[config.mk]
export PLATFORM = sky130hd
export DESIGN_NAME = cvt_int_fp_mod
export DESIGN_NICKNAME = d
export VERILOG_FILES = /design/src/rtl/cvt_int_fp_mod.sv
export SDC_FILE = /design/constraint.sdc
export NUM_CORES = 1
export LEC_CHECK = 0
export CAP_MARGIN = 20
export CORE_MARGIN = 3
export CORE_UTILIZATION = 50
export CTS_BUF_LIST = sky130_fd_sc_hd__clkbuf_4 sky130_fd_sc_hd__clkbuf_8
export DETAILED_ROUTE_END_ITERATION = 10
export PLACE_DENSITY = 0.74
export REMOVE_ABC_BUFFERS = 1
export SYNTH_ARGS = -nofsm -noshare
export SYNTH_HDL_FRONTEND = slang
export SYNTH_SLANG_ARGS = --single-unit
[constraint.sdc]
create_clock -name clk -period 7.3 [get_ports clk]
set_input_delay 1.825 -clock clk [delete_from_list [all_inputs] [get_ports clk]]
set_output_delay 1.825 -clock clk [all_outputs]
set_load 0.05 [all_outputs]
[src/rtl/cvt_int_fp_mod.sv]
`default_nettype none
// ============================================================================
// Module   : cvt_int_fp_mod
// Purpose  : Three-stage integer-to-floating-point converter (SNG/DBL/EXT),
//            result in the 84-bit FPU register format. Optional extended
//            format enabled by defining CVT_INT_FP_EXT_EN.
// Revision : 1.0 - initial release
// ============================================================================
module cvt_int_fp_mod (
    input  logic        clk,
    input  logic        rst,
    input  logic        clkEn,
    input  logic        en,
    input  logic [63:0] A,
    input  logic        isSigned,
    input  logic        is32b,
    input  logic        isSNG,
    input  logic        isDBL,
    input  logic        isEXT,
    input  logic [1:0]  rm,
    output logic [83:0] res,
    output logic        res_en,
    output logic        inexact
);

    localparam logic [1:0] c_FMT_SNG = 2'd0;
    localparam logic [1:0] c_FMT_DBL = 2'd1;
`ifdef CVT_INT_FP_EXT_EN
    localparam logic [1:0] c_FMT_EXT = 2'd2;
    localparam int         c_MW      = 64;
`else
    localparam int         c_MW      = 53;
`endif

    // ---------------- S1: capture, extend, magnitude ----------------
    logic [63:0] w_ext;
    logic [63:0] w_mag;
    logic        w_sign;
    logic [1:0]  w_fmt;

    always_comb begin
        if (is32b)
            w_ext = {{32{isSigned & A[31]}}, A[31:0]};
        else
            w_ext = A;
        w_sign = isSigned & w_ext[63];
        w_mag  = w_sign ? (~w_ext + 64'd1) : w_ext;
`ifdef CVT_INT_FP_EXT_EN
        if (isEXT)
            w_fmt = c_FMT_EXT;
        else if (isDBL)
            w_fmt = c_FMT_DBL;
        else
            w_fmt = c_FMT_SNG;
`else
        w_fmt = (isEXT | isDBL) ? c_FMT_DBL : c_FMT_SNG;
`endif
    end

    logic        r_v1;
    logic        r_sign1;
    logic [63:0] r_mag1;
    logic [1:0]  r_fmt1;
    logic [1:0]  r_rm1;

    always_ff @(posedge clk) begin
        if (rst) begin
            r_v1    <= 1'b0;
            r_sign1 <= 1'b0;
            r_mag1  <= '0;
            r_fmt1  <= c_FMT_SNG;
            r_rm1   <= 2'd0;
        end else if (clkEn) begin
            r_v1    <= en;
            r_sign1 <= w_sign;
            r_mag1  <= w_mag;
            r_fmt1  <= w_fmt;
            r_rm1   <= rm;
        end
    end

    // ---------------- S2: normalize ----------------
    logic [6:0]  w_lz;
    logic [63:0] w_norm;

    always_comb begin
        w_lz = 7'd64;
        for (int i = 0; i < 64; i++) begin
            if (r_mag1[i])
                w_lz = 7'(63 - i);
        end
        w_norm = r_mag1 << w_lz;
    end

    logic        r_v2;
    logic        r_sign2;
    logic [63:0] r_norm2;
    logic [6:0]  r_exp2;
    logic        r_zero2;
    logic [1:0]  r_fmt2;
    logic [1:0]  r_rm2;

    always_ff @(posedge clk) begin
        if (rst) begin
            r_v2    <= 1'b0;
            r_sign2 <= 1'b0;
            r_norm2 <= '0;
            r_exp2  <= '0;
            r_zero2 <= 1'b0;
            r_fmt2  <= c_FMT_SNG;
            r_rm2   <= 2'd0;
        end else if (clkEn) begin
            r_v2    <= r_v1;
            r_sign2 <= r_sign1;
            r_norm2 <= w_norm;
            r_exp2  <= 7'd63 - w_lz;
            r_zero2 <= (r_mag1 == 64'd0);
            r_fmt2  <= r_fmt1;
            r_rm2   <= r_rm1;
        end
    end

    // ---------------- S3: round and pack ----------------
    logic [c_MW-1:0] w_kept;
    logic [c_MW:0]   w_sum;
    logic            w_guard;
    logic            w_sticky;
    logic            w_inc;
    logic            w_carry;
    logic [6:0]      w_e;
    logic [83:0]     w_res;
    logic            w_inexact;

    always_comb begin
        w_kept   = '0;
        w_guard  = 1'b0;
        w_sticky = 1'b0;
        case (r_fmt2)
            c_FMT_DBL: begin
                w_kept[52:0] = r_norm2[63:11];
                w_guard      = r_norm2[10];
                w_sticky     = |r_norm2[9:0];
            end
`ifdef CVT_INT_FP_EXT_EN
            c_FMT_EXT: begin
                w_kept[63:0] = r_norm2;
            end
`endif
            default: begin
                w_kept[23:0] = r_norm2[63:40];
                w_guard      = r_norm2[39];
                w_sticky     = |r_norm2[38:0];
            end
        endcase

        case (r_rm2)
            2'd0:    w_inc = w_guard & (w_sticky | w_kept[0]);
            2'd1:    w_inc = 1'b0;
            2'd2:    w_inc = r_sign2 & (w_guard | w_sticky);
            default: w_inc = ~r_sign2 & (w_guard | w_sticky);
        endcase

        w_sum     = {1'b0, w_kept} + {{c_MW{1'b0}}, w_inc};
        w_carry   = 1'b0;
        w_e       = r_exp2;
        w_res     = '0;
        // A carry-out leaves all fraction bits zero, i.e. mantissa 1.0
        case (r_fmt2)
            c_FMT_DBL: begin
                w_carry      = w_sum[53];
                w_e          = r_exp2 + {6'd0, w_carry};
                w_res[63:0]  = {r_sign2, ({4'd0, w_e} + 11'd1023), w_sum[51:0]};
            end
`ifdef CVT_INT_FP_EXT_EN
            c_FMT_EXT: begin
                w_carry      = w_sum[64];
                w_e          = r_exp2 + {6'd0, w_carry};
                w_res[83]    = r_sign2;
                w_res[82:68] = {8'd0, w_e} + 15'd16383;
                w_res[63:0]  = w_carry ? 64'h8000_0000_0000_0000 : w_sum[63:0];
            end
`endif
            default: begin
                w_carry      = w_sum[24];
                w_e          = r_exp2 + {6'd0, w_carry};
                w_res[31:0]  = {r_sign2, ({1'b0, w_e} + 8'd127), w_sum[22:0]};
            end
        endcase

        w_inexact = (w_guard | w_sticky) & ~r_zero2;
        if (r_zero2)
            w_res = '0;
    end

    // Hidden bits of SNG/DBL and the SNG select line carry no information
    logic w_unused;
    assign w_unused = ^{isSNG, w_sum[52], w_sum[23]};

    logic        r_v3;
    logic [83:0] r_res;
    logic        r_inexact;

    always_ff @(posedge clk) begin
        if (rst) begin
            r_v3      <= 1'b0;
            r_res     <= '0;
            r_inexact <= 1'b0;
        end else if (clkEn) begin
            r_v3 <= r_v2;
            if (r_v2) begin
                r_res     <= w_res;
                r_inexact <= w_inexact;
            end
        end
    end

    assign res     = r_res;
    assign res_en  = r_v3;
    assign inexact = r_inexact;

endmodule
`default_nettype wire

==> results.yml, run 1 <==
detailed_routing:
  firstDrtPassIters: 5
  wl_per_cell_microns: 21.31
  routed_via_density: 6.356
  drc_errors: 0
  ant_nets: 0
  drt_iter0_drc: 1632
  via_count: 16300
  routed_wl_microns: 54670
sta:
  relSlewSlack_pct: 18.46
  fmax_mhz: 164.8
  setup_tns_ns: 0
  hold_viol_final: 0
  tightest_slew_ns: 1.210
  min_period_ns: 6.067
  setup_ws_ns: 1.233
  rsz0062_at_grt: "false"
  skew_ns: 0.02148
  slew_viol_final: 0
  finalSetupViolations: 0
  post-route-period-util_pct: 83.12
yosys:
  ys_warn_count: 0
  async_flop_share_pct: 0
  netlist_area_sq_um: 16040
  ys_types: 79
  synth_edf_count: 0
  synth-seq-cells: 212
  synth_top_flop_cell: "dfxtp_1"
  syn_inst: 2104
  avgSynthCellArea_sq_um: 7.623
  ys_seq_area_share_pct: 26.46
power_and_ir_drop:
  power.share.clock_pct: 26.6
  pwr-share-seq_pct: 30.5
  netSwitchingFraction_pct: 41.99
  netSwitchingPower_mw: 1.991
  leakage_nw: 6.816
  power_density_nw_per_um2: 259.3
  ir_worst_vdd_v: 0.0001353
  internal-power_mw: 2.750
  p_comb_share_pct: 42.9
cts:
  clock_path_buffers: 3
  hold_buffers: 0
  clk_latency_ns: 0.56
  cts_tree: "yes"
  cts_resized: 0
  cts_root_buffer: "clkbuf_8"
  h-tree-depth: 2
  path_clk_slew_ns: 0.06
  cts.sink_count: 212
  post_cts_buffers: 0
  numCtsBuffers: 39
worst_hold_path:
  min_path_type: "reg2reg"
  hp-start: "res[62]"
global_routing:
  grt_max_degree: 84
  antenna_found_initial: 0
  grt_pass1_wl_microns: 85380
  met1_usage_pct: 38.97
  use_met3_pct: 5.008
  gr-usage-met2_pct: 51.43
  gr-total-overflow: 0
  grt_pass1_vias: 15290
  grt_usage_pct: 31.07
  busiest_layer: "met2"
die:
  core_sq_um: 31070
  die_w_microns: 185.1
  fp-row-count: 64
  fp.dieH_microns: 185.1
  start_util_pct: 51.62
  io_pins: 161
  die_area_sq_um: 34260
worst_setup_path:
  critPathMaxFanout: 8
  path_class: "reg2reg"
  slowest_stage: "dfxtp_1"
  worstSetupStartpoint: "r_norm2[38]"
  required_ns: 7.71
  worstSetupEndpointType: "flop"
  r2r_slack_ns: 1.23
  crit_path_start_kind: "flop"
  arrival_ns: 6.47
  r2r-start: "r_norm2[38]"
  slowest_delay_ns: 0.52
final_layout:
  design_area_sq_um: 18290
  final_cell_mix: "nor2_1, dfxtp_1, nand2_1"
  layout_commonest_cell: "nor2_1"
  syn_to_final_growth_pct: 14.02
  nets: 2223
  num-fill-cells: 2904
  diodes: 0
  drive_above_1_share_pct: 7.884
outcome:
  status: "completed"
place:
  placed_area_sq_um: 17410
  io_buffer_count: 139
  place_ws_ns: 1.262
  globalplace.congestion: 1.017
  dp_hpwl_microns: 40680
job:
  maxCapViolations: 0
[path summary, 6_finish.rpt]
kind,cells past startpoint,end
worst max-delay path,26,res[58]
worst max register to register,26,res[58]
worst min-delay path,2,res[62]
worst min register to register,2,res[62]
[layer usage]
metal,share of wire (%),vias to the layer above
met5,0,-
met4,5.9,0
met3,7.2,182
met2,45,730
met1,41,7628
li1,-,7762
[state kept, by name, summed over array words and instances (netlist names)]
register and flops:
r_fmt1 1, r_sign2 1, r_rm1 2, r_rm2 2, res 64, r_v2 1
r_exp2 7, inexact 1, r_mag1 64, r_fmt2 1, r_v1 1, r_sign1 1
res_en 1, r_zero2 1, r_norm2 64
[cell type report]
type	instances	area (sq um)	area share, %
Multi-Input combinational cell	1674	10900	59.63
Sequential cell	212	4245	23.22
Timing Repair Buffer	168	1605	8.779
Clock buffer	61	758.2	4.146
Tap cell	396	495.5	2.710
Inverter	44	165.2	0.9032
Clock inverter	10	112.6	0.6158
[power by group through the flow]
stage | Clock [mW] | Combinational, mW | Sequential [mW]
2_1_floorplan | 0 | 1.37 | 1.40
3_3_place_gp | 0 | 1.96 | 1.46
3_5_place_dp | 0 | 1.97 | 1.46
4_1_cts | 1.29 | 1.98 | 1.44
5_1_grt | 1.33 | 2.15 | 1.46
6_report | 1.26 | 2.03 | 1.45
[logic make-up after synthesis]
| family | count (synthesis) | share of synthesized area [%] |
|---|---|---|
| and+or+nand+nor | 757 | 21.77 |
| AOI/OAI and AO/OA | 554 | 23.83 |
| buffers and inverters | 237 | 6.265 |
| muxes | 216 | 14.50 |
| DFF | 212 | 26.46 |
| xor gates and xnor gates | 118 | 6.444 |
| adders and majority gates | 9 | 0.7022 |
| other | 1 | 0.02338 |
[worst max-delay path, delay by kind of cell, from the launching register on]
family          cells  cell delay (ns)
buf+inv             1             0.07
flops               1             0.52
fa+ha+maj           3             0.78
xor+xnor            1             0.15
simple gates       13             2.64
compound gates      8             1.75
[stage by stage]
step           hold slack, ns  util [%]  power (mW)  instances
6_report               0.4562     58.86       4.741       2565
2_1_floorplan          0.4348         -       2.774       1930
3_5_place_dp           0.4491     56.04       3.436       2493
5_1_grt                0.4738     58.86       4.943       2565
4_1_cts                0.4553     58.84       4.704       2564
3_3_place_gp           0.4431     56.04       3.418       2493
[synth_stat cells (all sizes together) (13+ instances only)]
| library cell | count | area share [%] |
|---|---|---|
| a211oi | 57 | 2.7 |
| a21oi | 125 | 3.9 |
| a221oi | 30 | 1.6 |
| a22o | 17 | 0.93 |
| a22oi | 60 | 2.8 |
| a31oi | 15 | 0.59 |
| and2 | 15 | 0.59 |
| and3 | 14 | 0.55 |
| buf | 61 | 2.1 |
| clkbuf | 132 | 3.1 |
| dfxtp | 212 | 26 |
| inv | 43 | 1.0 |
| mux2 | 21 | 1.5 |
| mux2i | 184 | 11 |
| nand2 | 197 | 4.6 |
| nand2b | 13 | 0.51 |
| nand3 | 54 | 1.7 |
| nor2 | 273 | 6.4 |
| nor3 | 69 | 2.2 |
| nor4 | 34 | 1.3 |
| o211ai | 14 | 0.66 |
| o21ai | 96 | 3.0 |
| o31ai | 18 | 0.84 |
| or3 | 22 | 0.89 |
| or4 | 15 | 0.77 |
| xnor2 | 69 | 3.8 |
| xor2 | 49 | 2.7 |
No activity file was read; power rests on OpenSTA's default activity.
==> run 2: changes to the inputs <==
==> constraint.sdc (replaced) <==
create_clock -name clk -period 6.3 [get_ports clk]
set_input_delay 1.575 -clock clk [delete_from_list [all_inputs] [get_ports clk]]
set_output_delay 1.575 -clock clk [all_outputs]
set_load 0.05 [all_outputs]
==> results.yml, run 2 (synthesized netlist as in run 1, its figures left out) <==
outcome:
  status: "completed"
final_layout:
  num-fill-cells: 2919
  syn_to_final_growth_pct: 14.46
  layout_commonest_cell: "nor2_1"
  multi_input_area_sq_um: 10910
  nets: 2238
  design_area_sq_um: 18360
  final_cell_mix: "nor2_1, dfxtp_1, nand2_1"
  diodes: 0
  drive_above_1_share_pct: 8.394
  regArea_sq_um: 4245
die:
  io_pins: 161
  die_w_microns: 185.1
  core_sq_um: 31070
  die_area_sq_um: 34260
  fp.dieH_microns: 185.1
  start_util_pct: 51.62
  fp-row-count: 64
worst_setup_path:
  r2r_slack_ns: 0.58
  critPathMaxFanout: 6
  reg2regPathDepth: 28
  slowest_stage: "dfxtp_1"
  r2r-start: "r_norm2[32]"
  reg2reg_to: "res[58]"
  crit_path_start_kind: "flop"
  worstSetupEndpointType: "flop"
  arrival_ns: 6.13
  crit_top_cell: "ha_1"
  path_class: "reg2reg"
  required_ns: 6.70
  slowest_delay_ns: 0.44
power_and_ir_drop:
  netSwitchingFraction_pct: 42.46
  power.share.clock_pct: 24.8
  p_total_mw: 5.428
  netSwitchingPower_mw: 2.305
  p_comb_share_pct: 44.5
  internal-power_mw: 3.123
  power_density_nw_per_um2: 295.7
  pwr-share-seq_pct: 30.8
  ir_worst_vdd_v: 0.0001313
  leakage_nw: 6.866
sta:
  rsz0062_at_grt: "false"
  relSlewSlack_pct: 27.26
  skew_ns: 0.03543
  post-route-period-util_pct: 90.83
  hold_viol_final: 0
  tightest_slew_ns: 1.080
  finalSetupViolations: 0
  min_period_ns: 5.722
  slew_viol_final: 0
  setup_tns_ns: 0
  fmax_mhz: 174.8
cts:
  post_cts_buffers: 0
  path_clk_slew_ns: 0.07
  clock_path_buffers: 3
  numCtsBuffers: 38
  cts_resized: 0
  cts_tree: "yes"
  h-tree-depth: 2
  clk_latency_ns: 0.56
  cts_root_buffer: "clkbuf_8"
  hold_buffers: 0
  cts.sink_count: 212
detailed_routing:
  ant_nets: 0
  wl_met2_microns: 26110
  routed.top_layer: "met4"
  wl_per_cell_microns: 21.79
  firstDrtPassIters: 6
  via_count: 16280
  wl_met3_microns: 3271
  routed_wl_microns: 56130
  met1_length_microns: 23350
  drt_iter0_drc: 1284
  drc_errors: 0
  routed_via_density: 6.320
global_routing:
  antenna_found_initial: 0
  gr-total-overflow: 0
  grt_pass1_vias: 15100
  grt_pass1_wl_microns: 86950
  grt_max_degree: 83
  grt_usage_pct: 31.86
worst_hold_path:
  min_path_type: "reg2reg"
  worstHoldPathCells: 2
  hp-start: "res[29]"
  holdPathEnd: "res[29]"
place:
  globalplace.congestion: 0.9912
  placed_area_sq_um: 17550
  io_buffer_count: 139
  dp_hpwl_microns: 42650
job:
  maxCapViolations: 0
## run 2: cell count changes in the layout (fill, tap and decap cells not counted), sizes merged
cell / delta
clkinv: -2
bufinv: -2
buf: +16
clkbuf: -1
## run 2: worst max path at each step
| stage | start | end | slack (ns) |
|---|---|---|---|
| after detailed placement | r_norm2[32] | res[58] | 0.63 |
| after floorplan | r_mag1[1] | r_norm2[22] | 0.37 |
| final | r_norm2[32] | res[58] | 0.58 |
| after global placement | r_norm2[32] | res[58] | 0.72 |
| after CTS | r_norm2[32] | res[58] | 0.63 |
| after global routing | r_norm2[32] | res[58] | 0.04 |
## run 2: worst max-delay path: cells and delay by family (launching register included)
kind,cells,cell delay (ns)
buffers and inverters,3,0.30
AO/OA/AOI/OAI,7,1.47
AND/OR/NAND/NOR,13,2.20
adder cells (fa/ha/maj),4,0.99
XOR/XNOR,1,0.15
flip-flops,1,0.44
## run 2: per-stage QoR
stage | worst slack, ns | hold slack [ns] | cells | utilization, %
after CTS | 0.6285 | 0.4550 | 2575 | 59.04
after floorplan | 0.3669 | 0.4348 | 1930 | -
after detailed placement | 0.6347 | 0.4467 | 2509 | 56.50
after global routing | 0.03810 | 0.4672 | 2576 | 59.08
after global placement | 0.7240 | 0.4403 | 2508 | 56.41
final | 0.5780 | 0.4541 | 2576 | 59.08
## run 2: layout make-up
class	instances	share of cell area, %
well taps	396	2.699
clock buffers	60	4.090
multi-input cells	1674	59.42
inverters	44	0.8997
flip-flops and latches	212	23.13
repair buffers	184	9.543
clock inverters	6	0.2249
## run 2: power by group through the flow
| stage | logic [mW] | clock network (mW) | registers (mW) |
|---|---|---|---|
| after floorplan | 1.59 | 0 | 1.63 |
| after global placement | 2.34 | 0 | 1.68 |
| after detailed placement | 2.35 | 0 | 1.69 |
| after CTS | 2.36 | 1.37 | 1.66 |
| after global routing | 2.56 | 1.42 | 1.68 |
| final | 2.41 | 1.34 | 1.67 |
## run 2: metal layers
layer / vias to the layer above / GRT usage, %
met5: - / 0
met4: 0 / 16.75
met3: 138 / 4.065
met2: 690 / 53.90
met1: 7671 / 39.68
li1: 7781 / -
